===== src/rtl/lib_pkg.sv =====
// rtl/lib_pkg.sv - shared ALU operation encoding
package lib_pkg;

    typedef enum logic [3:0] {
        OP_ADD  = 4'd0,
        OP_SUB  = 4'd1,
        OP_SLL  = 4'd2,
        OP_SLT  = 4'd3,
        OP_SLTU = 4'd4,
        OP_XOR  = 4'd5,
        OP_SRL  = 4'd6,
        OP_SRA  = 4'd7,
        OP_OR   = 4'd8,
        OP_AND  = 4'd9
    } op_type_t;

endpackage


===== src/rtl/alu_issue_stage.sv =====
// rtl/alu_issue_stage.sv - RV32I OP/OP-IMM/LUI decode into a 2-entry skid buffer feeding the ALU
//
// Optional feature macro: ALU_ISSUE_ILLEGAL_EN (adds out_illegal and its per-entry storage).
//
// Ports:
//   clk, rst_n            clock (rising edge), asynchronous active-low reset
//   flush                 synchronous flush, empties both entries
//   in_valid/in_ready     upstream handshake; in_instr, in_rs1_val, in_rs2_val carried with it
//   out_valid/out_ready   downstream handshake toward the ALU
//   out_op, out_in0/1     ALU operation and operands
//   out_rd, out_we        destination register and write enable
//   out_illegal           unsupported encoding flag (macro builds only)
module alu_issue_stage
    import lib_pkg::*;
#(
    parameter int WIDTH = 32
) (
    input  logic             clk,
    input  logic             rst_n,
    input  logic             flush,
    input  logic             in_valid,
    output logic             in_ready,
    input  logic [31:0]      in_instr,
    input  logic [WIDTH-1:0] in_rs1_val,
    input  logic [WIDTH-1:0] in_rs2_val,
    output logic             out_valid,
    input  logic             out_ready,
    output op_type_t         out_op,
    output logic [WIDTH-1:0] out_in0,
    output logic [WIDTH-1:0] out_in1,
    output logic [4:0]       out_rd,
`ifdef ALU_ISSUE_ILLEGAL_EN
    output logic             out_illegal,
`endif
    output logic             out_we
);

    localparam logic [6:0] OPC_OP  = 7'b0110011;
    localparam logic [6:0] OPC_IMM = 7'b0010011;
    localparam logic [6:0] OPC_LUI = 7'b0110111;

    typedef struct packed {
        op_type_t         op;
        logic [WIDTH-1:0] in0;
        logic [WIDTH-1:0] in1;
        logic [4:0]       rd;
        logic             we;
    } entry_t;

    localparam entry_t ENTRY_RST = '{op: OP_ADD, in0: '0, in1: '0, rd: 5'd0, we: 1'b0};

    typedef enum logic [1:0] {S_EMPTY, S_ONE, S_FULL} state_t;

    state_t state, state_nxt;
    entry_t main_q, skid_q, dec;
    logic   dec_legal;
    logic   fire_in, fire_out;
    logic   load_main, load_skid;

    // funct3 -> operation; alt selects SUB/SRA on the 000/101 slots
    function automatic op_type_t alu_op(input logic [2:0] f3, input logic alt);
        case (f3)
            3'b000:  return alt ? OP_SUB : OP_ADD;
            3'b001:  return OP_SLL;
            3'b010:  return OP_SLT;
            3'b011:  return OP_SLTU;
            3'b100:  return OP_XOR;
            3'b101:  return alt ? OP_SRA : OP_SRL;
            3'b110:  return OP_OR;
            default: return OP_AND;
        endcase
    endfunction

    // ---------------- decode ----------------
    logic [6:0] f7;
    logic [2:0] f3;
    assign f7 = in_instr[31:25];
    assign f3 = in_instr[14:12];

    always_comb begin
        dec_legal = 1'b0;
        dec.op    = OP_ADD;
        dec.in0   = in_rs1_val;
        dec.in1   = in_rs2_val;
        dec.rd    = in_instr[11:7];
        case (in_instr[6:0])
            OPC_OP: begin
                dec_legal = (f7 == 7'h00) || (f7 == 7'h20 && (f3 == 3'b000 || f3 == 3'b101));
                dec.op    = alu_op(f3, f7[5]);
            end
            OPC_IMM: begin
                dec.in1 = WIDTH'($signed(in_instr[31:20]));
                case (f3)
                    3'b001:  dec_legal = (f7 == 7'h00);
                    3'b101:  dec_legal = (f7 == 7'h00) || (f7 == 7'h20);
                    default: dec_legal = 1'b1;
                endcase
                // addi has no subtract form; only the shift slot honours funct7
                dec.op = alu_op(f3, (f3 == 3'b101) && f7[5]);
            end
            OPC_LUI: begin
                dec_legal = 1'b1;
                dec.in0   = '0;
                dec.in1   = WIDTH'($signed({in_instr[31:12], 12'h000}));
            end
            default: ;
        endcase
        // unsupported encodings travel as a NOP
        if (!dec_legal) begin
            dec.op  = OP_ADD;
            dec.in0 = '0;
            dec.in1 = '0;
        end
        dec.we = dec_legal && (in_instr[11:7] != 5'd0);
    end

    // ---------------- FSM ----------------
    assign fire_in  = in_valid && in_ready;
    assign fire_out = out_valid && out_ready;

    always_ff @(posedge clk or negedge rst_n) begin
        if (!rst_n) state <= S_EMPTY;
        else        state <= state_nxt;
    end

    always_comb begin
        state_nxt = state;
        if (flush) begin
            state_nxt = S_EMPTY;
        end else begin
            case (state)
                S_EMPTY: if (fire_in) state_nxt = S_ONE;
                S_ONE: begin
                    if (fire_in && !fire_out)      state_nxt = S_FULL;
                    else if (!fire_in && fire_out) state_nxt = S_EMPTY;
                end
                S_FULL:  if (fire_out) state_nxt = S_ONE;
                default: state_nxt = S_EMPTY;
            endcase
        end
    end

    always_comb begin
        // rst_n gates in_ready so nothing is taken while reset is held
        in_ready  = rst_n && (state != S_FULL);
        out_valid = (state != S_EMPTY);
        load_main = !flush && (((state == S_EMPTY) && fire_in) ||
                               ((state == S_ONE) && fire_in && fire_out) ||
                               ((state == S_FULL) && fire_out));
        load_skid = !flush && (state == S_ONE) && fire_in && !fire_out;
    end

    // ---------------- storage ----------------
    always_ff @(posedge clk or negedge rst_n) begin
        if (!rst_n) begin
            main_q <= ENTRY_RST;
            skid_q <= ENTRY_RST;
        end else begin
            if (load_main) main_q <= (state == S_FULL) ? skid_q : dec;
            if (load_skid) skid_q <= dec;
        end
    end

`ifdef ALU_ISSUE_ILLEGAL_EN
    logic main_ill, skid_ill;
    always_ff @(posedge clk or negedge rst_n) begin
        if (!rst_n) begin
            main_ill <= 1'b0;
            skid_ill <= 1'b0;
        end else begin
            if (load_main) main_ill <= (state == S_FULL) ? skid_ill : !dec_legal;
            if (load_skid) skid_ill <= !dec_legal;
        end
    end
    assign out_illegal = main_ill;
`endif

    assign out_op  = main_q.op;
    assign out_in0 = main_q.in0;
    assign out_in1 = main_q.in1;
    assign out_rd  = main_q.rd;
    assign out_we  = main_q.we;

endmodule


===== config.mk =====
export PLATFORM = sky130hd
export DESIGN_NAME = alu_issue_stage
export DESIGN_NICKNAME = d
export VERILOG_FILES = /design/src/rtl/lib_pkg.sv /design/src/rtl/alu_issue_stage.sv
export SDC_FILE = /design/constraint.sdc
export NUM_CORES = 1
export LEC_CHECK = 0
export ABC_AREA = 1
export BUFFER_PORTS_ARGS = -buffer_cell sky130_fd_sc_hd__buf_2
export CORE_MARGIN = 2
export CORE_UTILIZATION = 35
export DETAILED_ROUTE_END_ITERATION = 10
export GPL_TIMING_DRIVEN = 1
export MAX_ROUTING_LAYER = met4
export PLACE_DENSITY_LB_ADDON = 0.25
export RECOVER_POWER = 100
export SLEW_MARGIN = 20
export SYNTH_ARGS = -nofsm -noshare
export SYNTH_HDL_FRONTEND = slang
export SYNTH_SLANG_ARGS = --single-unit
export TNS_END_PERCENT = 5

===== constraint.sdc =====
create_clock -name clk -period 1.6 [get_ports clk]
set_clock_uncertainty 0.2 [all_clocks]
set_input_delay 0.32 -clock clk [delete_from_list [all_inputs] [get_ports clk]]
set_output_delay 0.32 -clock clk [all_outputs]
set_load 0.02 [all_outputs]

==> results of run 1 <==
[cell families (layout without fill, tap and decap cells)]
kind of cell,after synthesis,after routing,share of synthesized area (%)
flops,150,150,49.8
mux,1,1,0.133
other cells,0,1,0
simple gates,714,714,37.7
buf+inv,95,342,6.02
compound gates,93,93,6.34
[critical path, delay by kind of cell (launching register included)]
kind	cells	cell delay, ps
flops	1	420
compound gates	1	50
simple gates	4	410
buf+inv	4	650
[power groups by stage]
| stage | clock network [uW] | logic (uW) | registers [uW] |
|---|---|---|---|
| detailed placement | 0 | 1870 | 4400 |
| finish | 4250 | 2040 | 4350 |
| global placement | 0 | 1860 | 4400 |
| CTS | 4330 | 2010 | 4340 |
| global route | 4520 | 2270 | 4390 |
| floorplan | 0 | 778 | 4690 |
[layer usage]
metal | wire length, um | up-vias | track usage, %
li1 | - | 3797 | -
met1 | 10500 | 3449 | 27.5
met2 | 10200 | 167 | 30.8
met3 | 815 | 19 | 2.92
met4 | 302 | 0 | 6.26
met5 | 0 | - | -
[metrics by stage]
step | TNS (ps) | area (um2) | instances | power [uW] | utilization (%)
after detailed placement | -35050 | 9090 | 1496 | 6270 | 43.1
after global placement | -33820 | 9090 | 1496 | 6260 | 43.1
after CTS | -18670 | 10200 | 1571 | 10700 | 48.5
after floorplan | -13090 | 7560 | 1053 | 5470 | -
after global routing | -60540 | 10500 | 1576 | 11200 | 49.7
final | -28940 | 10500 | 1576 | 10600 | 49.7
[layout make-up]
type | count | area share, %
well taps | 275 | 3.28
multi-input cells | 808 | 33.4
repair buffers | 287 | 20.7
diodes | 1 | 0.0239
flip-flops and latches | 150 | 35.8
clock inverters | 12 | 1.70
clock buffers | 20 | 4.17
inverters | 23 | 0.848
[flip-flops by register name, indices dropped and copies added (netlist names)]
name and cells:
out_rd 5, out_op 4, skid_q 74, state 2, out_we 1, out_in0 32, out_in1 32
[worst min path at each step]
stage | startpoint | endpoint | slack [ps]
2_1_floorplan | rst_n | out_in0[0]$_DFFE_PN0P_ | -180
4_1_cts | in_rs1_val[12] | skid_q[50]$_DFFE_PN0P_ | 2
3_3_place_gp | rst_n | out_rd[2]$_DFFE_PN0P_ | 60
6_report | in_rs1_val[12] | skid_q[50]$_DFFE_PN0P_ | 20
3_5_place_dp | rst_n | out_rd[0]$_DFFE_PN0P_ | 60
5_1_grt | in_rs1_val[12] | skid_q[50]$_DFFE_PN0P_ | 10
[what timing repair did]
action,4_1_cts,5_1_grt
endpoints found under the setup margin,149,152
hold endpoints to repair,106,0
hold buffers,37,0
pin swaps,3,6
resized for setup,21,55
gates cloned,2,3
setup buffers,4,1
[Yosys cell counts, types with 4 or more instances]
| master | count | area (um2) |
|---|---|---|
| a21oi_1 | 4 | 20.0 |
| buf_1 | 8 | 30.0 |
| buf_2 | 26 | 130 |
| buf_4 | 5 | 37.5 |
| buf_6 | 6 | 67.6 |
| clkbuf_1 | 26 | 97.6 |
| dfrtp_1 | 150 | 3750 |
| inv_1 | 17 | 63.8 |
| inv_2 | 4 | 15.0 |
| nand2_1 | 440 | 1650 |
| nand3_1 | 111 | 556 |
| nor2_1 | 153 | 574 |
| o21ai_0 | 14 | 70.1 |
| o21ai_1 | 71 | 355 |
==> metrics.txt, run 1 <==
Clock Tree Root clkbuf_16; DPL Wire Length ~14000 um; sequential share of the synthesized area approximately half; Internal Pwr Total 7570 uW; total congestion overflow 0; Highest Clock Rate 537 MHz; global placement routability congestion 0.853; layout cells sized above 1 about 26%; drc violations 0; fin crit share 116%; PnR worst setup slack -263 ps; final wirelength around 22000 um; Comb pwr share a little under a fifth; cell count after synthesis approximately 1100; Fillers 2114; Rel. slew slack approximately 53%; Post-layout nets 1388; CP max stage delay 420 ps; TritonCTS Buffers 17; EDFF count, synth 0; I/O Buffers between 150 and 200; Worst EP required around 1700 ps; Chip Width roughly 150 um; failing checks negative setup slack; HP Class in -> reg; CP endpoint kind flop; max-cap violations 0; Pwr Density 1020 nW/um2; 1st-iter DRT viols 359; Boundary Pins between 150 and 200; multi-input logic area 3510 um2; Clock Path Buffers 2; most frequent cells in the layout 420 x nand2_1, 149 x dfrtp_1, 147 x nor2_1; Distinct cells, synth 27; DRT antenna net count 0; drt first pass iters 5; CTS sink count 150; reg-to-reg setup timing slack -260 ps; peak supply drop roughly 630 uV; Flop pwr share 40.9%; Die Ht about 150 um; run status finished, violations left; LEAKAGE approximately 0.006 uW; Post-synth ARST share 100%; slew at the pin closest to its max-slew limit approximately 700 ps; clock share of power 39.9%; Cell Rows 53; CTS clk-pin slew, worst paths 60 ps; worst setup path start state[0]$_DFFE_PN0P_; synthesized area per cell just over 7 um2; worst r2r path cells 9; Initial Utilization 35.8%; Hold Path Depth 3; Sw Share between 20% and 30%; DIE AREA around 23000 um2; Syn-to-layout area delta 39.0%; reg2reg start state[0]$_DFFE_PN0P_; Final min period 1860 ps; final count of hold timing violations 0; Synth Net Count about 1200; hold_ws 16.5 ps; Storage cell area approximately 3800 um2; DR vias between 7000 and 8000; unrepaired setup endpoints after global routing yes; Post-Syn Area between 7000 and 8000 um2; Final Max Slew Viols 0; TritonCTS clock tree yes; Seq cells post-synth 150; pin count of the biggest net entering global routing between 90 and 100; CP endpoint skid_q[68]$_DFFE_PN0P_; Crit Path Max Fanout 9; routed vias/inst roughly 4.7; H-tree depth 4; WL/cell 13.9 um; first-pass GRT wire length roughly 35000 um; GRT Util Overall 20.0%; dpl ws -320 ps; Psw 3070 uW; number of global-route vias before repair roughly 7000; dominant synthesized flop cell dfrtp_1; Final setup viols roughly 250; most common cell after layout, fill and taps aside nand2_1; CP Data Arrival Time around 2000 ps; worst-skew pair later-pin latency between 400 and 500 ps; Synth warnings 0; antenna violations before repair 1; Core Area around 21000 um2; Reg2Reg Capture Point skid_q[68]$_DFFE_PN0P_; Crit Path Class reg -> reg; CP Launch Type flop; CP Cell Sequence inv_2 -> nand2_4 -> and3_4 -> nand4_1 -> buf_6 -> bufbuf_16 -> buf_4 -> nand2_1 -> o21ai_1; critical path's slowest cell dfrtp_1
Power figures use the tool's default switching activity.
==> inputs of run 2 (changes only) <==
- CTS_BUF_LIST: default -> sky130_fd_sc_hd__clkbuf_8
- SETUP_SLACK_MARGIN: default -> 0.1
==> run 2 against run 1 <==
Net effect:
- the run still ends with negative setup slack left
- sequential share of layout area decreased by 0.27 points
- first-iteration DRC count grew 15%
- worst setup slack worse by 25 ps
- via count is 2.1% higher
- core utilization grew 0.36 points
- total power fell by 8.7%
- routed wire length is 8.2% higher
- flip-flop and latch count did not move
- die area is the same
- maximum frequency fell by 1.3%
- clock-buffer cell count decreased by 3
- sequential power about the same
- largest cell class unchanged
- highest routed layer unchanged
==> metrics.txt, run 2 (same netlist as run 1, synthesis figures left out) <==
CTS sink count 150 (unchanged); most frequent cells in the layout 418 x nand2_1, 151 x nor2_1, 150 x dfrtp_1; CP Data Arrival Time 2060 ps (+100 ps); WL/cell 15.0 um (+7.6%); DIE AREA 22700 um2 (unchanged); ANT cells 0 (-1); 1st-iter DRT viols 413 (+15%); Chip Width 151 um (unchanged); DPL Wire Length 14200 um (unchanged); I/O Buffers 176 (unchanged); Boundary Pins 177 (unchanged); TritonCTS Buffers 17 (unchanged); Fillers 2111 (-0.14%); antenna violations before repair 0 (-1); Post-layout nets 1398 (+0.72%); largest register by flop count skid_q; Syn-to-layout area delta 40.0%; max-cap violations 0 (unchanged); Core Area 21100 um2 (unchanged); worst-skew pair later-pin latency 460 ps (+50 ps); Final setup viols 225 (-8.2%); drt first pass iters 5 (unchanged); pin count of the biggest net entering global routing 95 (unchanged); GRT busiest layer met2; Internal Pwr Total 6720 uW (-11%); drc violations 0 (unchanged); final count of hold timing violations 0 (unchanged); Rel. slew slack 52.9% (+0.13 points); LEAKAGE 0.00622 uW (+1.4%); setup TNS -27600 ps (+1330 ps); GR Util met2 34.3% (+3.5 points); fin crit share 118% (+1.6 points); layout cells sized above 1 25.6% (-0.043 points); routed vias/inst 4.79 (+1.5%); peak supply drop 459 uV (-27%); Crit Path Class reg -> reg; slew at the pin closest to its max-slew limit 706 ps (-1.88 ps); Worst EP required 1770 ps (+70 ps); number of global-route vias before repair 7359 (+5.5%); Die Ht 151 um (unchanged); most common cell after layout, fill and taps aside nand2_1; unrepaired setup endpoints after global routing yes; Crit Path Max Fanout 8 (-1); first-pass GRT wire length 37900 um (+8.1%); Flop pwr share 44.7% (+3.8 points); Final min period 1890 ps (+24.9 ps); run status finished, violations left; CP Launch Type flop; H-tree depth 4 (unchanged); TritonCTS clock tree yes; GRT Util Overall 21.9% (+1.9 points); Highest Clock Rate 530 MHz (-1.3%); PnR worst setup slack -288 ps (-24.9 ps); CP endpoint kind flop; CTS clk-pin slew, worst paths 80 ps (+20 ps); Cell Rows 53 (unchanged); global placement routability congestion 0.853 (unchanged); total congestion overflow 0 (unchanged); Initial Utilization 35.8% (unchanged); final wirelength 23700 um (+8.2%); DR vias 7585 (+2.1%); Final Max Slew Viols 0 (unchanged); Psw 2990 uW (-2.4%); HP Class in -> reg; max reg flops 74 (unchanged); dpl ws -320 ps (unchanged); Clock Tree Root clkbuf_8; clock share of power 33.0% (-6.9 points); Pwr Density 921 nW/um2 (-9.3%); Clock Path Buffers 2 (unchanged); met1 usage 29.7% (+2.2 points); met3 global-route usage 3.19% (+0.27 points); Sw Share 30.8% (+2.0 points); DRT antenna net count 0 (unchanged); Comb pwr share 22.3% (+3.1 points); failing checks negative setup slack
==> run 2: routing by layer <==
layer / routed length (um) / up-vias
li1: - / 3813
met1: 11200 / 3549
met2: 11200 / 190
met3: 952 / 33
met4: 344 / 0
met5: 0 / -
==> run 2: layout make-up <==
type / count / area [um2] / share of cell area (%)
Tap cell: 275 / 344 / 3.26
Sequential cell: 150 / 3750 / 35.6
Multi-Input combinational cell: 808 / 3480 / 33.0
Clock buffer: 17 / 234 / 2.22
Timing Repair Buffer: 297 / 2460 / 23.3
Clock inverter: 15 / 189 / 1.79
Inverter: 23 / 88.8 / 0.841
==> run 2: worst max-delay path, stage by stage, from the launching register on <==
cell and delay [ps]:
dfrtp_1 410, inv_2 90, nand2_4 60, buf_6 120, and3_4 140, nand4_1 80, buf_6 180, buf_12 190
buf_6 140, mux2i_1 190
==> run 2: power groups by stage <==
| stage | Combinational (uW) | Sequential, uW | Clock [uW] |
|---|---|---|---|
| final | 2170 | 4340 | 3210 |
| after CTS | 2370 | 4380 | 3280 |
| after global placement | 1860 | 4400 | 0 |
| after detailed placement | 1870 | 4400 | 0 |
| after global routing | 2390 | 4380 | 3440 |
| after floorplan | 778 | 4690 | 0 |
==> run 2: final timing paths <==
check | startpoint | end | slack, ps | depth (start not counted)
setup / recovery | state[0]$_DFFE_PN0P_ | skid_q[72]$_DFFE_PN0P_ | -290 | 9
hold / removal | in_rs2_val[11] | skid_q[17]$_DFFE_PN0P_ | 50 | 5
hold reg to reg | out_in1[6]$_DFFE_PN0P_ | out_in1[6]$_DFFE_PN0P_ | 270 | 2
min in group asynchronous | rst_n | out_rd[2]$_DFFE_PN0P_ | 340 | 3
setup reg to reg | state[0]$_DFFE_PN0P_ | skid_q[72]$_DFFE_PN0P_ | -290 | 9
max in group asynchronous | rst_n | skid_q[38]$_DFFE_PN0P_ | -90 | 4
==> run 2: repair_timing <==
| item | in CTS | in global routing |
|---|---|---|
| buffers inserted | 5 | 2 |
| hold buffers | 39 | 0 |
| endpoints found under the hold margin | 208 | 0 |
| gates resized for setup | 198 | 28 |
| pin swaps | 6 | 4 |
| setup endpoints to repair | 224 | 226 |
| cloned | 10 | 1 |
==> run 2: stage by stage <==
step	cell area (um2)	utilization (%)	hold slack, ps	cells	power [uW]
global placement	9090	43.1	60.6	1496	6260
CTS	10800	51.3	16.7	1582	10000
detailed placement	9090	43.1	61.5	1496	6270
global route	10600	50.1	42.8	1585	10200
floorplan	7560	-	-176	1053	5470
finish	10600	50.1	46.6	1585	9720
